`src/rtl/vram_cpu_port.sv`:
```
// CPU-side port onto the eight 1 KB video RAM banks (dual-port RAM side a).
// Decodes Z80-style strobes in the VRAM window, performs one access per strobe, stalls reads via wait_n.
module vram_cpu_port #(
    parameter logic [2:0]  WIN_BASE = 3'b001,
    parameter int unsigned BANK_AW  = 10
) (
    input  logic               clk,
    input  logic               RESET_n,
    input  logic [15:0]        cpu_a,
    input  logic [7:0]         cpu_din,
    input  logic               mreq_n,
    input  logic               rd_n,
    input  logic               wr_n,
    output logic [7:0]         cpu_dout,
    output logic               vram_cs,
    output logic               wait_n,
    output logic [BANK_AW-1:0] ram_addr,
    output logic [7:0]         ram_data,
    output logic [7:0]         ram_wren,
    input  logic [63:0]        ram_q
);

    typedef enum logic [2:0] {StIdle, StWr, StRd1, StRd2, StDone} state_e;

    state_e             state_q, state_d;
    logic               rd_req_q, rd_req_d;
    logic               wr_req_q, wr_req_d;
    logic [2:0]         bank_q, bank_d;
    logic [7:0]         cpu_dout_q, cpu_dout_d;
    logic               vram_cs_q, vram_cs_d;
    logic               wait_n_q, wait_n_d;
    logic [BANK_AW-1:0] ram_addr_q, ram_addr_d;
    logic [7:0]         ram_data_q, ram_data_d;
    logic [7:0]         ram_wren_q, ram_wren_d;

    logic               hit, rd_req, wr_req;
    logic [2:0]         bank;
    logic [BANK_AW-1:0] offset;

    assign hit    = !mreq_n && (cpu_a[15:13] == WIN_BASE);
    // Both strobes low at once is treated as no request at all.
    assign rd_req = hit && !rd_n && wr_n;
    assign wr_req = hit && !wr_n && rd_n;
    assign bank   = cpu_a[BANK_AW+2:BANK_AW];
    assign offset = cpu_a[BANK_AW-1:0];

    always_comb begin
        state_d    = state_q;
        rd_req_d   = rd_req;
        wr_req_d   = wr_req;
        bank_d     = bank_q;
        cpu_dout_d = cpu_dout_q;
        vram_cs_d  = vram_cs_q;
        wait_n_d   = wait_n_q;
        ram_addr_d = ram_addr_q;
        ram_data_d = ram_data_q;
        ram_wren_d = ram_wren_q;
        unique case (state_q)
            StIdle: begin
                if (wr_req && !wr_req_q) begin
                    state_d    = StWr;
                    bank_d     = bank;
                    ram_addr_d = offset;
                    ram_data_d = cpu_din;
                    ram_wren_d = 8'h01 << bank;
                    vram_cs_d  = 1'b1;
                end else if (rd_req && !rd_req_q) begin
                    state_d    = StRd1;
                    bank_d     = bank;
                    ram_addr_d = offset;
                    wait_n_d   = 1'b0;
                    vram_cs_d  = 1'b1;
                end
            end
            StWr: begin
                ram_wren_d = 8'h00;
                state_d    = StDone;
            end
            // RAM registers the address on leaving RD1; its output is valid during RD2.
            StRd1: state_d = StRd2;
            StRd2: begin
                cpu_dout_d = ram_q[{bank_q, 3'b000} +: 8];
                wait_n_d   = 1'b1;
                state_d    = StDone;
            end
            StDone: begin
                if (!rd_req && !wr_req) begin
                    vram_cs_d = 1'b0;
                    state_d   = StIdle;
                end
            end
            default: begin
                ram_wren_d = 8'h00;
                wait_n_d   = 1'b1;
                vram_cs_d  = 1'b0;
                state_d    = StIdle;
            end
        endcase
    end

    always_ff @(posedge clk or negedge RESET_n) begin
        if (!RESET_n) begin
            state_q    <= StIdle;
            rd_req_q   <= 1'b0;
            wr_req_q   <= 1'b0;
            bank_q     <= 3'd0;
            cpu_dout_q <= 8'hFF;
            vram_cs_q  <= 1'b0;
            wait_n_q   <= 1'b1;
            ram_addr_q <= '0;
            ram_data_q <= 8'h00;
            ram_wren_q <= 8'h00;
        end else begin
            state_q    <= state_d;
            rd_req_q   <= rd_req_d;
            wr_req_q   <= wr_req_d;
            bank_q     <= bank_d;
            cpu_dout_q <= cpu_dout_d;
            vram_cs_q  <= vram_cs_d;
            wait_n_q   <= wait_n_d;
            ram_addr_q <= ram_addr_d;
            ram_data_q <= ram_data_d;
            ram_wren_q <= ram_wren_d;
        end
    end

    assign cpu_dout = cpu_dout_q;
    assign vram_cs  = vram_cs_q;
    assign wait_n   = wait_n_q;
    assign ram_addr = ram_addr_q;
    assign ram_data = ram_data_q;
    assign ram_wren = ram_wren_q;

endmodule

```
`config.mk`:
```
export PLATFORM = sky130hd
export DESIGN_NAME = vram_cpu_port
export DESIGN_NICKNAME = d
export VERILOG_FILES = /design/src/rtl/vram_cpu_port.sv
export SDC_FILE = /design/constraint.sdc
export NUM_CORES = 1
export LEC_CHECK = 0
export BUFFER_PORTS_ARGS = -buffer_cell sky130_fd_sc_hd__buf_2
export CORE_ASPECT_RATIO = 1.1
export CORE_UTILIZATION = 48
export CTS_CLUSTER_DIAMETER = 60
export CTS_CLUSTER_SIZE = 28
export DETAILED_ROUTE_END_ITERATION = 8
export GPL_ROUTABILITY_DRIVEN = 1
export PLACE_DENSITY = 0.9
export SLEW_MARGIN = 20
export SYNTH_ARGS = -nofsm -noshare
export SYNTH_HDL_FRONTEND = slang
export SYNTH_SLANG_ARGS = --single-unit
```
`constraint.sdc`:
```
create_clock -name clk -period 4.6 [get_ports clk]
set_input_delay 0.69 -clock clk [delete_from_list [all_inputs] [get_ports clk]]
set_output_delay 0.69 -clock clk [all_outputs]
set_load 0.005 [all_outputs]
```
==> Word-level counts from Yosys, hierarchy flattened <==
Index checks and enable logic that the tools add are counted.
{ "word_totals": {"output_inout_bits": 36, "in_bits": 93, "regBits": 44} }
{ "op_classes": {"mux": 17, "eq_ne": 10, "n_bitwise": 3, "n_shift": 2, "n_reduce_logical": 27} }
{ "op_table": {"columns": ["op", "n"], "rows": [
  ["64-bit by 7-bit indexed part select with 8-bit output", 1],
  ["10-bit 2-to-1 mux", 2],
  ["8-bit case mux with 2 select lines", 1],
  ["3-bit 2-to-1 mux", 5],
  ["3-bit case mux with 4 select lines", 1],
  ["3-bit OR reduction", 3],
  ["1-bit logical AND", 8],
  ["8-bit 2-to-1 mux", 1],
  ["2-bit != test, second input constant", 4],
  ["2-bit AND reduction", 4],
  ["1-bit by 3-bit left shift with 8-bit output, first input constant", 1],
  ["1-bit logical NOT", 7],
  ["3-bit by 1-bit == test with 1-bit output, second input constant", 2],
  ["3-bit by 2-bit == test with 1-bit output, second input constant", 2],
  ["3-bit AND reduction", 2],
  ["1-bit 2-to-1 mux", 5],
  ["3-bit == test, second input constant", 1],
  ["3-bit logical NOT", 1],
  ["3-bit != test, second input constant", 1],
  ["1-bit inverter", 3],
  ["1-bit case mux with 3 select lines", 1],
  ["1-bit case mux with 2 select lines", 1],
  ["2-bit nonzero test", 1],
  ["2-bit OR reduction", 1]
]} }

==> Depth between registers and ports, before layout <==
Gate-level depths: netlist of the first run.
{ "depth": {"ltp_word": 8, "mapped_depth": 6, "mapped_depth_nobuf": 4} }

==> Worst setup path after synthesis of the first run <==
OpenSTA, ideal clock, no wires.
{ "synth_path": {"kind": "input -> register", "startpoint": "input cpu_a[14]", "endpoint": "register bank_q[1]", "cell_stages": 4, "slack_ns": 2.793, "arrival_time_ns": 1.682, "setup_ns": 0.125, "path_cell_list": "nor4b_4 > nand3_2 > buf_6 > mux2_4"} }
{ "synth_between": {"elab_chain_cells": 7} }
{ "synth_rtl": {"columns": ["item", "line_no", "text"], "rows": [
  ["from (decl)", "9", "input logic [15:0] cpu_a,"],
  ["3-bit by 1-bit == test with 1-bit output (*)", "40", "assign hit = !mreq_n && (cpu_a[15:13] == WIN_BASE);"],
  ["1-bit logical AND (*)", "40", null],
  ["1-bit logical AND (on tied branches) (2 in series)", "43, 42", null],
  ["1-bit logical AND (on tied branches)", "60, 67", null],
  ["2-bit nonzero test (no line)", null, null],
  ["2-bit AND reduction (no line)", null, null],
  ["to (signal assigned)", "117", "bank_q <= bank_d;"],
  ["to (decl)", "28", "logic [2:0] bank_q, bank_d;"]
]} }
Mark *: on every way between the ends. The rest lies on a longest branch, timed or not.
A chain may end at the register's enable or synchronous reset.

==> Worst setup path in the final report of the first run <==
{ "layout_path": {"startpoint": "register bank_q[1]", "endpoint": "register cpu_dout_q[5], in the netlist cpu_dout[5]"} }
{ "layout_between": {"elab_chain_cells": 1} }
{ "layout_rtl": {"columns": ["item", "line_no", "text"], "rows": [
  ["64-bit by 7-bit indexed part select with 8-bit output", "82", "cpu_dout_d = ram_q[{bank_q, 3'b000} +: 8];"],
  ["to (signal assigned)", "118", "cpu_dout_q <= cpu_dout_d;"],
  ["to (decl)", "29", "logic [7:0] cpu_dout_q, cpu_dout_d;"]
]} }
No other way between the ends.

==> results_dict.tcl, run 1 <==
set metrics [dict create \
    clk_latency_ns 0.29 \
    cts_num_sinks 44 \
    die_y_microns 74.32 \
    p_leak_nw 1.596 \
    ys_types 36 \
    grt_setup_unrepaired "no" \
    seq_area_frac_synth_pct 48.74 \
    pwr-share-comb_pct 36.9 \
    die-area_sq_um 5035 \
    tns_ns 0 \
    p_int_mw 1.051 \
    die_width_microns 67.75 \
    min_path_cells 2 \
    power_switching_mw 0.5274 \
    maxSlewHeadroom_pct 36.74 \
    drt-pass1-iter-count 4 \
    cts_root_buffer "clkbuf_8" \
    syn_inst 174 \
    syn2layout_area_growth_pct 33.39 \
    cp-start-kind "flip-flop" \
    pwr-share-clk_pct 19.0 \
    path_clk_slew_ns 0.09 \
    gp_congestion 0.7531 \
    avgSynthCellArea_sq_um 13.12 \
    yosysMostFrequentCell "dfrtp_1" \
    outcome "complete, no violations" \
    antenna_found_initial 0 \
    dpl_cell_area_sq_um 2929 \
    layout-drive-gt1-share_pct 60.67 \
    rows 25 \
    synth_edf_count 0 \
    met1_usage_pct 32.42 \
    synth_top_area_share_pct 38.38 \
    hold_viol_final 0 \
    timing.hold.ws_ns 0.4834 \
    skew_ns 0.01195 \
    clockBufferDepth 2 \
    fp.coreArea_sq_um 4442 \
    critPathCaptureType "flip-flop" \
    fmaxAchievable_mhz 513.8 \
    vias 1944 \
    yosys_register_bits 44 \
    grt_pass1_vias 1916 \
    cts.repair.resized 0 \
    grt_pass1_wl_microns 8880 \
    tightest_slew_ns 0.9489 \
    grt_max_degree 45 \
    synth_nets 267 \
    final_antenna_net_count 0 \
    p_seq_share_pct 44.2 \
    postCtsHoldBufs 0 \
    syn_area_sq_um 2282 \
    start_util_pct 51.38 \
    layout.nets 392 \
    cts_setup_buffers 0 \
    tritoncts "yes" \
    dp_hpwl_microns 4750 \
    wirelength_microns 6052 \
    yosysTopAreaCell "dfrtp_1" \
    synth.top_cells.by_count "35 x dfrtp_1, 34 x nand2_1, 16 x mux4_2" \
    drv_cap 0 \
    hp-class "reg2reg" \
    rr_worst_depth 3 \
    yosys_warnings 0 \
    antenna_cells 0 \
    max-vdd-ir-drop_uv 329.2 \
    period_needed_ns 1.946 \
    grtUsageMet2_pct 39.71 \
    p_per_area_nw_per_um2 518.6 \
    grt_use_total_pct 24.48 \
    grt.met3_usage_pct 5.215 \
    final_area_sq_um 3044 \
    critical_path_class "reg2reg" \
    slew_violations 0 \
    drc 0 \
    switching_share_pct 33.41 \
    crit_required_ns 4.79 \
    worst-path-max-fanout 17 \
    finalCritPeriodShare_pct 42.31 \
    finalSetupViolCount 0 \
    routed_via_density 5.492 \
    numCtsBuffers 5 \
    async_flop_share_pct 100.0 \
    synth_ff_type "dfrtp_1" \
    top_usage_layer "met2" \
    io_buffers 128 \
    worstPathArrival_ns 2.14 \
    h-tree-depth 2 \
    overflow 0 \
    post_drt_wl_per_cell_microns 17.10 \
    ys_top_cells_by_area "dfrtp_1 38%, mux4_2 16%, dfstp_2 10%" \
    drtIter0Drc 146 \
    io_pins 129 \
]
[worst max-delay path: stages (launching register included)]
cell     delay [ns]
dfrtp_1        0.97
mux4_2         0.62
mux2i_1        0.14
o21ai_0        0.10
[cells by family (layout without fill, tap and decap cells)]
kind of cell,Yosys count,after routing,share of synthesized area [%]
buffers and inverters,11,137,2.851
and+or+nand+nor,57,57,13.16
muxes,37,37,27.36
AOI/OAI and AO/OA,25,25,7.895
DFF,44,44,48.74
[path summary, 6_finish.rpt]
path	start	endpoint	slack (ns)
max	bank_q[1]	cpu_dout[5]	2.65
min	ram_data[4]	ram_data[4]	0.48
max reg2reg	bank_q[1]	cpu_dout[5]	2.65
min reg2reg	ram_data[4]	ram_data[4]	0.48
max in group asynchronous	RESET_n	state_q[0]	3.47
min in group asynchronous	RESET_n	ram_data[4]	0.53
[power by group through the flow]
| stage | clock, mW | sequential, mW | combinational [mW] |
|---|---|---|---|
| 5_1_grt | 0.325 | 0.727 | 0.640 |
| 3_5_place_dp | 0 | 0.701 | 0.590 |
| 6_report | 0.299 | 0.697 | 0.582 |
| 3_3_place_gp | 0 | 0.695 | 0.561 |
| 2_1_floorplan | 0 | 0.607 | 0.461 |
| 4_1_cts | 0.306 | 0.699 | 0.587 |
[state kept, by name, summed over array words and instances, names as in the netlist]
signal    count
bank_q        3
vram_cs       1
cpu_dout      8
state_q       3
wr_req_q      1
ram_data      8
ram_addr     10
rd_req_q      1
ram_wren      8
wait_n        1
[metrics by stage]
stage	setup slack (ns)	cells	power, mW	util, %
after floorplan	2.793	174	1.069	-
after global placement	2.410	346	1.256	65.94
after detailed placement	2.376	346	1.290	65.94
after CTS	2.589	354	1.592	68.54
after global routing	2.458	354	1.693	68.54
final	2.654	354	1.579	68.54
[final cells by class]
| class | instances | area [sq um] |
|---|---|---|
| clock buffer | 5 | 68.82 |
| clock inverter | 3 | 46.29 |
| fill | 354 | 1398 |
| inverter | 1 | 3.754 |
| multi-input combinational | 119 | 1105 |
| sequential | 44 | 1112 |
| tap | 54 | 67.56 |
| timing repair buffer | 128 | 640.6 |
[cell usage in the layout (no fill, tap or decap), drive strengths merged, types with 2 or more instances in the layout]
cell type    n
nor2         5
dfstp        9
nand2b       2
a211oi       2
nand2       34
dfrtp       35
nand3        3
nor2b        2
clkbuf       5
o2bb2ai      2
mux4        16
mux2i        8
inv          2
o21ai        8
buf        128
nor3         5
mux2        13
a32o         2
a22o         6
[per-layer routing]
| metal | vias to the layer above | wire, microns |
|---|---|---|
| li1 | 893 | - |
| met1 | 979 | 2534 |
| met2 | 62 | 3181 |
| met3 | 10 | 238 |
| met4 | 0 | 98 |
| met5 | - | 0 |
Note: power is estimated with default switching activity, not from simulation.
==> run 2: changes to the inputs <==
--- a/config.mk
+++ b/config.mk
@@ -5,14 +5,15 @@
 export SDC_FILE = /design/constraint.sdc
 export NUM_CORES = 1
 export LEC_CHECK = 0
+export ABC_AREA = 1
 export BUFFER_PORTS_ARGS = -buffer_cell sky130_fd_sc_hd__buf_2
 export CORE_ASPECT_RATIO = 1.1
-export CORE_UTILIZATION = 48
+export CORE_UTILIZATION = 45
 export CTS_CLUSTER_DIAMETER = 60
 export CTS_CLUSTER_SIZE = 28
 export DETAILED_ROUTE_END_ITERATION = 8
 export GPL_ROUTABILITY_DRIVEN = 1
-export PLACE_DENSITY = 0.9
+export PLACE_DENSITY = 0.84
 export SLEW_MARGIN = 20
 export SYNTH_ARGS = -nofsm -noshare
 export SYNTH_HDL_FRONTEND = slang
==> constraint.sdc (replaced) <==
create_clock -name clk -period 2 [get_ports clk]
set_input_delay 0.3 -clock clk [delete_from_list [all_inputs] [get_ports clk]]
set_output_delay 0.3 -clock clk [all_outputs]
set_load 0.005 [all_outputs]
==> run 2 against run 1 <==
Net effect:
- worst setup slack got worse by 2.1 ns
- power increased to 2.7 times the previous value
- first-iteration DRC count decreased by 47%
- largest cell class is now multi-input combinational cells
==> results_dict.tcl, run 2 <==
set metrics [dict create \
    outcome "complete, no violations" \
    fin_util_pct 63.85 \
    mostFrequentLayoutCells "128 x buf_2, 72 x nand2_1, 56 x nor2_1" \
    rows 27 \
    fp.coreArea_sq_um 5067 \
    p_per_area_nw_per_um2 1295 \
    overflow 0 \
    drv_cap 0 \
    multi_input_area_sq_um 1120 \
    die_width_microns 71.83 \
    dp_cells 499 \
    max-vdd-ir-drop_uv 823.1 \
    wirelength_microns 6201 \
    routed_via_density 5.030 \
    layout.nets 542 \
    rrSetupSlack_ns 0.50 \
    syn2layout_area_growth_pct 34.06 \
    skew_ns 0.004462 \
    dp_hpwl_microns 4719 \
    ys_types 25 \
    hp-class "in2reg" \
    yosys_warnings 0 \
    final_common_cell "buf_2" \
    tightest_slew_ns 0.4996 \
    ys_top_cells_by_area "dfrtp_1 36%, nand2_1 11%, dfstp_2 9.8%" \
    final_antenna_net_count 0 \
    antenna_cells 0 \
    crit_required_ns 2.22 \
    gp_congestion 0.8226 \
    synth_nets 415 \
    maxSlewHeadroom_pct 66.69 \
    slew_violations 0 \
    path_clk_slew_ns 0.08 \
    layout-drive-gt1-share_pct 36.22 \
    finalNonFillerCells 508 \
    yosysMostFrequentCell "nand2_1" \
    r2r_start "state_q[2]" \
    worstPathArrival_ns 1.71 \
    synth_edf_count 0 \
    die_y_microns 78.81 \
    p_leak_nw 1.790 \
    cts_root_buffer "clkbuf_8" \
    synth.top_cells.by_count "72 x nand2_1, 56 x nor2_1, 35 x dfrtp_1" \
    finalCritPeriodShare_pct 74.78 \
    finalSetupViolCount 0 \
    cp-start-kind "flip-flop" \
    drt-pass1-iter-count 5 \
    numCtsBuffers 5 \
    drtIter0Drc 77 \
    clockBufferDepth 2 \
    syn_inst 322 \
    r2r_end "ram_wren[7]" \
    grt_max_degree 34 \
    synth_ff_type "dfrtp_1" \
    start_util_pct 47.63 \
    tns_ns 0 \
    critPathCaptureType "flip-flop" \
    vias 2555 \
    grt_pass1_wl_microns 9977 \
    cts_num_sinks 44 \
    yosys_register_bits 44 \
    rr_worst_depth 6 \
    n_fill_cell 450 \
    h-tree-depth 2 \
    yosysTopAreaCell "dfrtp_1" \
    die-area_sq_um 5661 \
    fmaxAchievable_mhz 668.6 \
    synth_top_area_share_pct 36.29 \
    grt_use_total_pct 22.00 \
    total_power_mw 4.192 \
    cts.repair.resized 0 \
    io_buffers 128 \
    regArea_sq_um 1112 \
    largest_register_ffs 10 \
    tritoncts "yes" \
    min_path_cells 3 \
    grt_pass1_vias 2290 \
    period_needed_ns 1.496 \
    min_from "cpu_din[7]" \
    clk_latency_ns 0.29 \
    hold_viol_final 0 \
    critical_path_class "reg2reg" \
    post_drt_wl_per_cell_microns 12.21 \
    syn_area_sq_um 2414 \
    antenna_found_initial 0 \
    min_to "ram_data[7]" \
    grt_setup_unrepaired "no" \
    drc 0 \
    seq_area_frac_synth_pct 46.09 \
    worst-path-max-fanout 16 \
    timing.hold.ws_ns 0.2373 \
    avgSynthCellArea_sq_um 7.496 \
    io_pins 129 \
    async_flop_share_pct 100.0 \
]
run 2: through the flow:
step | worst slack, ns | instance area (sq um)
3_5_place_dp | 0.5074 | 3099
5_1_grt | 0.3581 | 3236
3_3_place_gp | 0.5682 | 3099
6_report | 0.5044 | 3236
4_1_cts | 0.5205 | 3236
2_1_floorplan | 0.7538 | 2414
run 2: critical path, cell delays in order (launching register included):
cell and delay [ns]:
dfrtp_1 0.44, nor3_4 0.25, buf_4 0.22, nand2_1 0.10
nand2_2 0.23, nand2_1 0.09, o21ai_1 0.08
run 2: how the worst max path moves through the flow:
stage / slack [ns] / cells past startpoint / to / startpoint
floorplan: 0.75 / 6 / ram_wren[6] / state_q[2]
global placement: 0.57 / 5 / cpu_dout[5] / bank_q[1]
detailed placement: 0.51 / 9 / bank_q[1] / cpu_a[14]
CTS: 0.52 / 6 / ram_wren[7] / state_q[2]
global route: 0.36 / 7 / cpu_dout[4] / bank_q[0]
finish: 0.50 / 6 / ram_wren[7] / state_q[2]
run 2: metal layers:
metal	wire length [microns]	up-vias	GRT usage (%)	part of all wire (%)
met5	0	-	0	0
met4	42	0	4.706	0.68
met3	468	2	5.330	7.5
met2	3039	102	40.57	49
met1	2651	1142	25.68	43
li1	-	1309	-	-
run 2: power breakdown:
group	leakage [nW]	internal [mW]	switching, mW
clock network	0.0645	0.440	0.278
registers	0.561	1.30	0.269
logic	1.16	0.778	1.13
run 2: timing repair:
item | CTS | global route
buffers inserted | 0 | 0
hold endpoints to repair | 19 | 0
hold buffers | 1 | 0
run 2: cell type report:
cell class                 count  area share (%)
clock buffer                   7           2.978
clock inverter                 1          0.9281
inverter                      25           2.900
multi-input combinational    236           34.61
sequential                    44           34.38
tap                           58           2.243
timing repair buffer         137           21.96
run 2: cells by family (layout without fill, tap and decap cells):
kind of cell | after synthesis | after routing | share of synthesized area, %
simple gates | 165 | 165 | 30.02
flops | 44 | 44 | 46.09
compound gates | 71 | 71 | 16.38
buf+inv | 42 | 170 | 7.516
